## config.mk

```make
export PLATFORM = sky130hd
export DESIGN_NAME = ff_bank_multimode
export DESIGN_NICKNAME = d
export VERILOG_FILES = /design/src/rtl/ff_pkg.sv /design/src/rtl/ff_bit_cell.sv /design/src/rtl/ff_bank_multimode.sv
export SDC_FILE = /design/constraint.sdc
export NUM_CORES = 1
export LEC_CHECK = 0
export CAP_MARGIN = 20
export CORE_ASPECT_RATIO = 1.25
export CORE_MARGIN = 4
export CORE_UTILIZATION = 30
export CTS_BUF_LIST = sky130_fd_sc_hd__clkbuf_8
export DETAILED_ROUTE_END_ITERATION = 12
export PLACE_DENSITY_LB_ADDON = 0.3
export RECOVER_POWER = 100
export SETUP_SLACK_MARGIN = 0.02
export SYNTH_ARGS = -nofsm -noshare
export SYNTH_HDL_FRONTEND = slang
export SYNTH_SLANG_ARGS = --single-unit
```

## constraint.sdc

```tcl
create_clock -name clk -period 1.82 [get_ports clk]
set_input_delay 0.546 -clock clk [delete_from_list [all_inputs] [get_ports clk]]
set_output_delay 0.546 -clock clk [all_outputs]
set_load 0.03 [all_outputs]
```

## src/rtl/ff_pkg.sv

```systemverilog
// rtl/ff_pkg.sv - shared mode encoding and next-state function for the flip-flop bank
package ff_pkg;

  typedef enum logic [1:0] {
    MODE_D  = 2'b00,
    MODE_T  = 2'b01,
    MODE_JK = 2'b10,
    MODE_SR = 2'b11
  } mode_t;

  // Next q of one enabled bit; a is D/T/J/S and b is K/R.
  // SR with S=R=1 holds here; flagging it is the cell's job.
  function automatic logic ff_next(input mode_t m, input logic q, input logic a, input logic b);
    logic n;
    n = q;
    unique case (m)
      MODE_D:  n = a;
      MODE_T:  n = a ? ~q : q;
      MODE_JK: begin
        unique case ({a, b})
          2'b00:   n = q;
          2'b01:   n = 1'b0;
          2'b10:   n = 1'b1;
          default: n = ~q;
        endcase
      end
      default: begin
        unique case ({a, b})
          2'b01:   n = 1'b0;
          2'b10:   n = 1'b1;
          default: n = q;
        endcase
      end
    endcase
    return n;
  endfunction

endpackage

```

## src/rtl/ff_bit_cell.sv

```systemverilog
// rtl/ff_bit_cell.sv - one flip-flop bit with its own mode register, edge pulses and illegal flag
module ff_bit_cell
  import ff_pkg::*;
#(
  parameter logic  RESET_Q    = 1'b0,
  parameter mode_t RESET_MODE = MODE_D
) (
  input  logic       clk,
  input  logic       reset_n,
  input  logic       cfg_we,
  input  logic [1:0] cfg_mode,
  input  logic       en,
  input  logic       clr,
  input  logic       load,
  input  logic       load_val,
  input  logic       a,
  input  logic       b,
  input  logic       illegal_clr,
  output logic       q,
  output logic       q_rise,
  output logic       q_fall,
  output logic [1:0] mode,
  output logic       illegal,
  output logic       illegal_evt
);

  logic  q_q, q_d;
  logic  rise_q, rise_d;
  logic  fall_q, fall_d;
  logic  illegal_q, illegal_d;
  mode_t mode_q, mode_d;

  // Next state: clr beats load beats en; the datapath always sees the mode held before this edge.
  always_comb begin
    q_d         = q_q;
    mode_d      = mode_q;
    illegal_evt = 1'b0;
    if (clr) begin
      q_d = RESET_Q;
    end else if (load) begin
      q_d = load_val;
    end else if (en) begin
      q_d         = ff_next(mode_q, q_q, a, b);
      illegal_evt = (mode_q == MODE_SR) && a && b;
    end
    if (cfg_we) begin
      mode_d = mode_t'(cfg_mode);
    end
    rise_d    = q_d & ~q_q;
    fall_d    = ~q_d & q_q;
    illegal_d = illegal_evt | (illegal_q & ~illegal_clr);
  end

  // State registers; reset drops everything at once.
  always_ff @(posedge clk or negedge reset_n) begin
    if (!reset_n) begin
      q_q       <= RESET_Q;
      rise_q    <= 1'b0;
      fall_q    <= 1'b0;
      illegal_q <= 1'b0;
      mode_q    <= RESET_MODE;
    end else begin
      q_q       <= q_d;
      rise_q    <= rise_d;
      fall_q    <= fall_d;
      illegal_q <= illegal_d;
      mode_q    <= mode_d;
    end
  end

  assign q       = q_q;
  assign q_rise  = rise_q;
  assign q_fall  = fall_q;
  assign mode    = mode_q;
  assign illegal = illegal_q;

endmodule

```

## src/rtl/ff_bank_multimode.sv

```systemverilog
// rtl/ff_bank_multimode.sv - WIDTH-bit multimode flip-flop bank with saturating SR-illegal counter
module ff_bank_multimode
  import ff_pkg::*;
#(
  parameter int               WIDTH      = 8,
  parameter logic [WIDTH-1:0] RESET_VAL  = 8'h00,
  parameter logic [1:0]       RESET_MODE = 2'b00,
  parameter int               CNT_W      = 8
) (
  input  logic                 clk,
  input  logic                 reset_n,
  input  logic                 cfg_we,
  input  logic [WIDTH-1:0]     cfg_mask,
  input  logic [1:0]           cfg_mode,
  input  logic                 en,
  input  logic                 clr,
  input  logic                 load,
  input  logic [WIDTH-1:0]     load_val,
  input  logic [WIDTH-1:0]     a,
  input  logic [WIDTH-1:0]     b,
  output logic [WIDTH-1:0]     q,
  output logic [WIDTH-1:0]     q_rise,
  output logic [WIDTH-1:0]     q_fall,
  output logic [2*WIDTH-1:0]   mode,
  output logic [WIDTH-1:0]     illegal,
  input  logic [WIDTH-1:0]     illegal_clr,
  output logic [CNT_W-1:0]     illegal_cnt
);

  logic [WIDTH-1:0] evt_vec;
  logic             any_evt;
  logic [CNT_W-1:0] cnt_q, cnt_d;

  for (genvar i = 0; i < WIDTH; i++) begin : g_bit
    ff_bit_cell #(
      .RESET_Q    (RESET_VAL[i]),
      .RESET_MODE (mode_t'(RESET_MODE))
    ) u_cell (
      .clk         (clk),
      .reset_n     (reset_n),
      .cfg_we      (cfg_we & cfg_mask[i]),
      .cfg_mode    (cfg_mode),
      .en          (en),
      .clr         (clr),
      .load        (load),
      .load_val    (load_val[i]),
      .a           (a[i]),
      .b           (b[i]),
      .illegal_clr (illegal_clr[i]),
      .q           (q[i]),
      .q_rise      (q_rise[i]),
      .q_fall      (q_fall[i]),
      .mode        (mode[2*i +: 2]),
      .illegal     (illegal[i]),
      .illegal_evt (evt_vec[i])
    );
  end

  // One count per edge with any new illegal event, saturating at all-ones.
  always_comb begin
    any_evt = |evt_vec;
    cnt_d   = cnt_q;
    if (any_evt && (cnt_q != {CNT_W{1'b1}})) begin
      cnt_d = cnt_q + CNT_W'(1);
    end
  end

  // Counter register, cleared only by reset.
  always_ff @(posedge clk or negedge reset_n) begin
    if (!reset_n) begin
      cnt_q <= '0;
    end else begin
      cnt_q <= cnt_d;
    end
  end

  assign illegal_cnt = cnt_q;

endmodule

```

Yosys cells after proc, flatten, opt, wreduce, memory -nomap -nowiden --
Index checks and enable logic that the tools add are counted.
Operators by class: $add $sub $neg 1, muxes and demuxes 80, bitwise logic cells 64, reduce and logical (&&, ||, !) cells 34, equality and inequality tests 41
Operator list (number):
- $mux W1 | 56
- $eq A2 B2 Y1 const B | 24
- $pmux W1 S3 | 16
- $and A1 B1 Y1 | 32
- $eq A2 B1 Y1 const B | 16
- $logic_not A2 Y1 | 16
- $not A1 Y1 | 24
- $logic_and A1 B1 Y1 | 17
- $pmux W1 S2 | 8
- $add A8 B1 Y8 const B | 1
- $ne A8 B8 Y1 const B | 1
- $or A1 B1 Y1 | 8
- $reduce_or A8 Y1 | 1
Word-level totals: output and inout port bits 56, register bits 56, word-level logic and storage cells 261

Longest topological paths before layout --
Gate-level depths: netlist of the first run.
word-level depth 8, gate-level depth with buffers 7

Cells and area by module --
From an unflattened synthesis of the first run, not the netlist that was laid out.
Unflattened totals: cell total of the unflattened synthesis 332, area, all modules 3308.2 µm²
Modules (own cells, without submodules):
- ff_bit_cell | area each 355.3 µm², instances 8, cells each 36, seq. area each 150.1 µm²
- ff_bank_multimode | area each 465.4 µm², instances 1, cells each 44, seq. area each 200.2 µm²

Worst setup path after synthesis of the first run --
OpenSTA, ideal clock, no wires.
path kind input-to-reg, start point in load, end point reg cnt_q[6], in the netlist illegal_cnt[6], data arrival time 1.767 ns, setup slack -0.075 ns, path buffers 2, stages on the path 5, setup time 0.128 ns, required time 1.692 ns, cell sequence buf_2 or3b_1 buf_6 nor4_2 mux2_1
On the way: word-level cells in the longest chain between the ends 4, elaborated cells on any way between the ends 18
Ends and longest elaborated chain:
- start, declared | RTL line ff_bank_multimode.sv:17 | input logic load,
- $mux W1 | RTL line ff_bit_cell.sv:40 | end else if (load) begin
- $mux W1 | RTL line ff_bit_cell.sv:38 | if (clr) begin
- $reduce_or A8 Y1 (*) | RTL line ff_bank_multimode.sv:61 | any_evt = |evt_vec;
- $logic_and A1 B1 Y1 (*) | RTL line ff_bank_multimode.sv:63 | if (any_evt && (cnt_q != {CNT_W{1'b1}})) begin
- end signal, assigned | RTL line ff_bank_multimode.sv:73 | cnt_q <= cnt_d;
- end, declared | RTL line ff_bank_multimode.sv:32 | logic [CNT_W-1:0] cnt_q, cnt_d;
Mark *: on every way between the ends. The rest lies on a longest branch, timed or not. A chain may end at the register's enable or synchronous reset.

Final worst setup path of the first run --
start point in a[6], end point reg g_bit[6].u_cell.fall_q
On the way: word-level cells in the longest chain between the ends 8, elaborated cells on any way between the ends 12
Ends and longest elaborated chain:
- start, declared | RTL line ff_bank_multimode.sv:19 | input logic [WIDTH-1:0] a,
- $eq A2 B2 Y1 (tied with other cells) | RTL line ff_pkg.sv:20, ff_pkg.sv:28
- $pmux W1 S3 / $pmux W1 S2 (equally long branches) | RTL line ff_pkg.sv:20, ff_pkg.sv:28
- $pmux W1 S3 (*) | RTL line ff_pkg.sv:16 | unique case (m)
- $mux W1 (*) | RTL line ff_bit_cell.sv:42 | end else if (en) begin
- $mux W1 (*) | RTL line ff_bit_cell.sv:40
- $mux W1 (*) | RTL line ff_bit_cell.sv:38
- $not A1 Y1 (*) | RTL line ff_bit_cell.sv:50 | fall_d = ~q_d & q_q;
- $and A1 B1 Y1 (*) | RTL line ff_bit_cell.sv:50
- net g_bit[6].u_cell.fall_d | RTL line ff_bit_cell.sv:29 | logic fall_q, fall_d;
- end signal, assigned | RTL line ff_bit_cell.sv:65 | fall_q <= fall_d;
- end, declared | RTL line ff_bit_cell.sv:29
The timed path passes the listed nets; every way through them passes the cells marked *.

==> results of run 1 <==
-- registers in the layout (all words and copies together), names as in the netlist --
name and cells:
g_bit.u_cell.illegal 8, g_bit.u_cell.q_fall 8, illegal_cnt 8, g_bit.u_cell.q 8
g_bit.u_cell.q_rise 8, g_bit.u_cell.mode 16
-- power groups by stage --
stage | combinational [W] | clock [W] | sequential (W)
after floorplan | 0.000503 | 0 | 0.00171
after global placement | 0.00120 | 0 | 0.00154
after detailed placement | 0.00122 | 0 | 0.00155
after CTS | 0.00116 | 0.000816 | 0.00152
after global routing | 0.00121 | 0.000860 | 0.00155
final | 0.00112 | 0.000779 | 0.00151
-- per-layer routing --
layer | part of all wire | track usage | vias to the layer above
li1 | - | - | 1275
met1 | 0.43 | 0.164 | 1226
met2 | 0.51 | 0.244 | 66
met3 | 0.045 | 0.0250 | 6
met4 | 0.018 | 0.0461 | 0
met5 | 0 | 0 | -
-- worst min-delay path by stage --
| stage | startpoint | to | depth (start not counted) |
|---|---|---|---|
| floorplan | reset_n | g_bit[0].u_cell.illegal | 0 |
| global placement | reset_n | g_bit[1].u_cell.q_fall | 1 |
| detailed placement | reset_n | g_bit[1].u_cell.q_rise | 1 |
| CTS | reset_n | g_bit[1].u_cell.q_rise | 1 |
| global route | reset_n | g_bit[1].u_cell.q_rise | 1 |
| finish | reset_n | g_bit[1].u_cell.q_rise | 1 |
-- cell usage in the layout (no fill, tap or decap), types with 11 or more instances in the layout --
cell type        instances
clkbuf_2                11
nand4_1                 11
clkdlybuf4s50_1         24
dlygate4sd2_1           55
buf_4                   30
nor2b_1                 13
nand2_1                 27
mux2_2                  22
inv_1                   33
o21ai_0                 17
dfrtp_1                 56
-- logic make-up after synthesis --
logic type	share of synthesized area
simple gates	0.171
buf+inv	0.132
compound gates	0.105
flops	0.446
mux	0.0933
fa+ha+maj	0.0359
xor+xnor	0.0167
-- metrics by stage --
step | cells | instance area (sq um)
after floorplan | 318 | 3150
after global placement | 547 | 4310
after detailed placement | 547 | 4310
after CTS | 554 | 4440
after global routing | 554 | 4370
final | 554 | 4370
-- synth_stat cells, types with 3 or more instances --
cell | count | area (sq um)
o22ai_1 | 8 | 50.1
o21ai_0 | 24 | 120
ha_1 | 9 | 113
and2_1 | 8 | 50.1
o31ai_1 | 8 | 60.1
and2b_1 | 3 | 22.5
xor2_1 | 6 | 52.6
dfrtp_1 | 56 | 1400
a31oi_1 | 8 | 50.1
a21oi_1 | 8 | 40.0
nand2_1 | 27 | 101
inv_1 | 33 | 124
nand3b_1 | 8 | 60.1
nand4_1 | 11 | 68.8
mux2_2 | 24 | 270
buf_4 | 32 | 240
nor2_1 | 9 | 33.8
clkbuf_1 | 3 | 11.3
buf_6 | 3 | 33.8
nor2b_1 | 13 | 81.3
-- final cells by class --
cell class	instances	area share
clock buffers	5	0.0157
well taps	129	0.0369
inverters	33	0.0283
flip-flops and latches	56	0.320
clock inverters	1	0.00687
multi-input cells	190	0.323
repair buffers	140	0.268
-- timing repair --
item	4_1_cts	5_1_grt
hold endpoints to repair	0	0
gates resized for setup	99	31
setup endpoints to repair	88	32
pin swaps	23	26
buffers inserted	1	1
==> flow_metrics.tcl, run 1 <==
set metrics [dict create \
    syn_nets 375 \
    power.leakage_nw 2.18 \
    die_w_um 99.5 \
    max-slew-margin-rel 0.283 \
    routed_via_density 4.64 \
    worstSkewPairLatency_ps 310 \
    rows 41 \
    combPwrFrac 0.329 \
    clkPwrFrac 0.228 \
    finalHoldViolations 0 \
    routed_wl_mm 8.19 \
    layout-drive-gt1-share 0.216 \
    finalCritPeriodShare 0.967 \
    ys_seq_elements 56 \
    htreeDepth 2 \
    p_total_w 0.00342 \
    crit_cells 7 \
    worstMarginPinSlew_ps 1080 \
    p_sw_w 0.00118 \
    num_antenna_cells 0 \
    post-route-min-period_ps 1760 \
    core-area_sq_um 10200 \
    syn-cell-area_sq_um 3140 \
    chipHeight_um 122 \
    p_per_area_nw_per_um2 782 \
    ys.flop_type "dfrtp_1" \
    swShare 0.344 \
    regToRegEndpoint "illegal_cnt[6]" \
    fmax_ghz 0.568 \
    multi_input_area_sq_um 1410 \
    critPathSlowestCell "ha_1" \
    worst_slack_ps 60.9 \
    crit_required_ps 2070 \
    die_area_sq_um 12200 \
    cp_slowest_stage_delay_ps 310 \
    holdWs_ps 49.5 \
    regArea_sq_um 1400 \
    fillers 1046 \
    drt_pass1_iterations 4 \
    area_growth_pct 39.3 \
    rsz0062_at_grt "yes" \
    yosys_warnings 0 \
    cp_top_family "compound AO/OA/AOI/OAI gates" \
    ir_worst_vdd_uv 327 \
    grt_use_total 0.136 \
    cts_buffers 5 \
    max_cap_violations 0 \
    async_reset_ff_frac 1.00 \
    utilization 0.431 \
    syn_inst 318 \
    start_util 0.309 \
    finalMaxSlewViolations 0 \
    place_ws_ps -682 \
    rr_worst_depth 5 \
    internal_power_w 0.00224 \
    cts_tree "built" \
    finalWeightedCongestion 0.794 \
    clk_pin_slew_ps 90 \
    seqPwrFrac 0.443 \
    grt-ovfl-total 0 \
    wl_per_cell_um 14.8 \
    skew_ps 11.1 \
    io_buffers 103 \
    worstPathArrival_ps 2010 \
    min_path_type "primary input to asynchronous set/reset pin" \
    cts_root_buffer "clkbuf_8" \
    antenna_found_initial 0 \
    drt_iter0_drc 27 \
    start_kind "primary input" \
    grt_max_degree 35 \
    avgSynthCellArea_sq_um 9.87 \
    status "completed" \
    synth_edf_count 0 \
    drc 0 \
    critical_path_class "primary input to flop" \
    ant_nets 0 \
    num_io_pins 104 \
    dp_hpwl_mm 6.34 \
    setup_violations 0 \
    worst-path-buf-inv 1 \
    regToRegSetupSlack_ps 90 \
    reg2reg_from "g_bit[6].u_cell.mode[0]" \
    nNetsFinal 483 \
    cts_sinks 56 \
    yosysUniqueCellTypes 32 \
    setup.worst_path.start "a[6]" \
    endpoint_kind "flop" \
    holdBufCountCts 0 \
    max-clock-path-buffers 2 \
    tns_ps 0 \
    via_count 2573 \
    seq_area_frac_synth 0.446 \
    grt_pass1_wl_mm 13.0 \
    endpoint "g_bit[6].u_cell.q_fall" \
    grt_pass1_vias 2582 \
    path_cells "dlygate4sd2_1 > ha_1 > mux2_4 > o21ai_2 > a31oi_2 > o31ai_4 > and2_1" \
    critPathMaxFanout 3 \
]
Power figures use the tool's default switching activity.
==> inputs of run 2 (changes only) <==
--- a/config.mk
+++ b/config.mk
@@ -14,6 +14,7 @@
 export PLACE_DENSITY_LB_ADDON = 0.3
 export RECOVER_POWER = 100
 export SETUP_SLACK_MARGIN = 0.02
+export SLEW_MARGIN = 20
 export SYNTH_ARGS = -nofsm -noshare
 export SYNTH_HDL_FRONTEND = slang
 export SYNTH_SLANG_ARGS = --single-unit
==> constraint.sdc (replaced) <==
create_clock -name clk -period 1.7 [get_ports clk]
set_input_delay 0.51 -clock clk [delete_from_list [all_inputs] [get_ports clk]]
set_output_delay 0.51 -clock clk [all_outputs]
set_load 0.03 [all_outputs]
==> flow_metrics.tcl, run 2 (synthesis results as in run 1) <==
set metrics [dict create \
    final_common_cell "buf_4" \
    core-area_sq_um 10200 \
    reg2reg_from "illegal_cnt[1]" \
    wl_per_cell_um 14.7 \
    min_path_type "primary input to asynchronous set/reset pin" \
    cts_buffers 5 \
    area_growth_pct 56.4 \
    fmax_ghz 0.606 \
    crit_required_ps 1910 \
    start_util 0.309 \
    final_cell_mix "buf_4, dfrtp_1, dlygate4sd2_1" \
    cts_root_buffer "clkbuf_8" \
    crit_cells 5 \
    antenna_found_initial 0 \
    worstMarginPinSlew_ps 805 \
    cts_sinks 56 \
    cp_slowest_stage_delay_ps 390 \
    path_cells "dlygate4sd2_1 > or3b_1 > buf_6 > nor4_4 > mux2_1" \
    num_io_pins 104 \
    io_buffers 103 \
    routed_wl_mm 8.79 \
    post-route-min-period_ps 1650 \
    grt_pass1_wl_mm 14.1 \
    routed_via_density 4.66 \
    finalHoldViolations 0 \
    max-slew-margin-rel 0.464 \
    max-clock-path-buffers 2 \
    start_kind "primary input" \
    critical_path_class "primary input to flop" \
    holdWs_ps 352 \
    grt_use_total 0.149 \
    regToRegSetupSlack_ps 90 \
    grt-ovfl-total 0 \
    cts_tree "built" \
    finalMaxSlewViolations 0 \
    largest_reg_flops 16 \
    grt_max_degree 57 \
    setup_violations 0 \
    holdBufCountCts 0 \
    worst-path-buf-inv 2 \
    rows 41 \
    cp_top_family "simple AND/OR/NAND/NOR gates" \
    rsz0062_at_grt "yes" \
    endpoint_kind "flop" \
    num_antenna_cells 0 \
    die_area_sq_um 12200 \
    worst_slack_ps 50.0 \
    chipHeight_um 122 \
    worstPathArrival_ps 1860 \
    via_count 2780 \
    p_per_area_nw_per_um2 783 \
    endpoint "illegal_cnt[6]" \
    place_ws_ps -774 \
    drt_pass1_iterations 4 \
    critPathSlowestCell "or3b_1" \
    finalCritPeriodShare 0.971 \
    grt_pass1_vias 2775 \
    layout-drive-gt1-share 0.368 \
    critPathMaxFanout 8 \
    ir_worst_vdd_uv 418 \
    power.leakage_nw 2.36 \
    dp.cells 563 \
    ant_nets 0 \
    tns_ps 0 \
    max_cap_violations 0 \
    setup.worst_path.start "load" \
    nNetsFinal 524 \
    clk_pin_slew_ps 100 \
    htreeDepth 2 \
    status "completed" \
    dp_hpwl_mm 6.40 \
    rr_worst_depth 5 \
    worstSkewPairLatency_ps 310 \
    drc 0 \
    skew_ps 5.02 \
    utilization 0.483 \
    drt_iter0_drc 77 \
    finalNonFillerCells 597 \
    die_w_um 99.5 \
    regToRegEndpoint "illegal_cnt[1]" \
    finalWeightedCongestion 0.791 \
]
run 2: stage by stage:
stage | power (W) | instance area, sq um
6_report | 0.00385 | 4910
5_1_grt | 0.00409 | 4910
4_1_cts | 0.00392 | 4970
3_5_place_dp | 0.00314 | 4690
3_3_place_gp | 0.00311 | 4690
2_1_floorplan | 0.00243 | 3390
run 2: layer usage:
| layer | vias up | share of wire | GRT usage | routed length (um) |
|---|---|---|---|---|
| li1 | 1356 | - | - | - |
| met1 | 1334 | 0.41 | 0.184 | 3620 |
| met2 | 84 | 0.51 | 0.257 | 4510 |
| met3 | 6 | 0.063 | 0.0364 | 558 |
| met4 | 0 | 0.011 | 0.0418 | 99 |
| met5 | - | 0 | 0 | 0 |
run 2: worst reg2reg max path, delay by kind of cell, from the launching register on:
| kind | cells | cell delay (ps) |
|---|---|---|
| muxes | 1 | 340 |
| adders and majority gates | 1 | 250 |
| and+or+nand+nor | 3 | 460 |
| DFF | 1 | 460 |
run 2: worst min-delay path by stage:
stage	startpoint	slack, ps	endpoint	cells past startpoint
CTS	reset_n	190	g_bit[2].u_cell.mode[0]	2
detailed placement	g_bit[6].u_cell.q	500	g_bit[6].u_cell.q_rise	1
floorplan	reset_n	210	g_bit[0].u_cell.illegal	0
global route	reset_n	450	g_bit[2].u_cell.mode[0]	2
global placement	g_bit[6].u_cell.q	480	g_bit[6].u_cell.q_rise	1
finish	reset_n	350	g_bit[2].u_cell.q_fall	2
run 2: power breakdown:
part / switching (W) / internal [W] / total (W)
sequential: 0.000124 / 0.00147 / 0.00160
combinational: 0.000817 / 0.000650 / 0.00147
clock: 0.000453 / 0.000327 / 0.000780
total: 0.00139 / 0.00245 / 0.00385
run 2: repair_timing:
action,in CTS,in global routing
resized for setup,153,44
gates cloned,0,0
setup buffers,20,6
pin swaps,36,29
endpoints found under the setup margin,88,45
run 2: final cells by class:
type | count | area [sq um]
Fill cell | 983 | 5250
Sequential cell | 56 | 1400
Clock buffer | 6 | 82.6
Tap cell | 129 | 161
Multi-Input combinational cell | 190 | 1560
Clock inverter | 2 | 10.0
Inverter | 33 | 224
Timing Repair Buffer | 181 | 1470
==> inputs of run 3 (changes only) <==
--- a/config.mk
+++ b/config.mk
@@ -10,6 +10,7 @@
 export CORE_MARGIN = 4
 export CORE_UTILIZATION = 30
 export CTS_BUF_LIST = sky130_fd_sc_hd__clkbuf_8
+export CTS_CLUSTER_SIZE = 25
 export DETAILED_ROUTE_END_ITERATION = 12
 export PLACE_DENSITY_LB_ADDON = 0.3
 export RECOVER_POWER = 100
==> results of run 3 <==
Same layout as run 2: the final DEF is identical, and so are final timing and power.
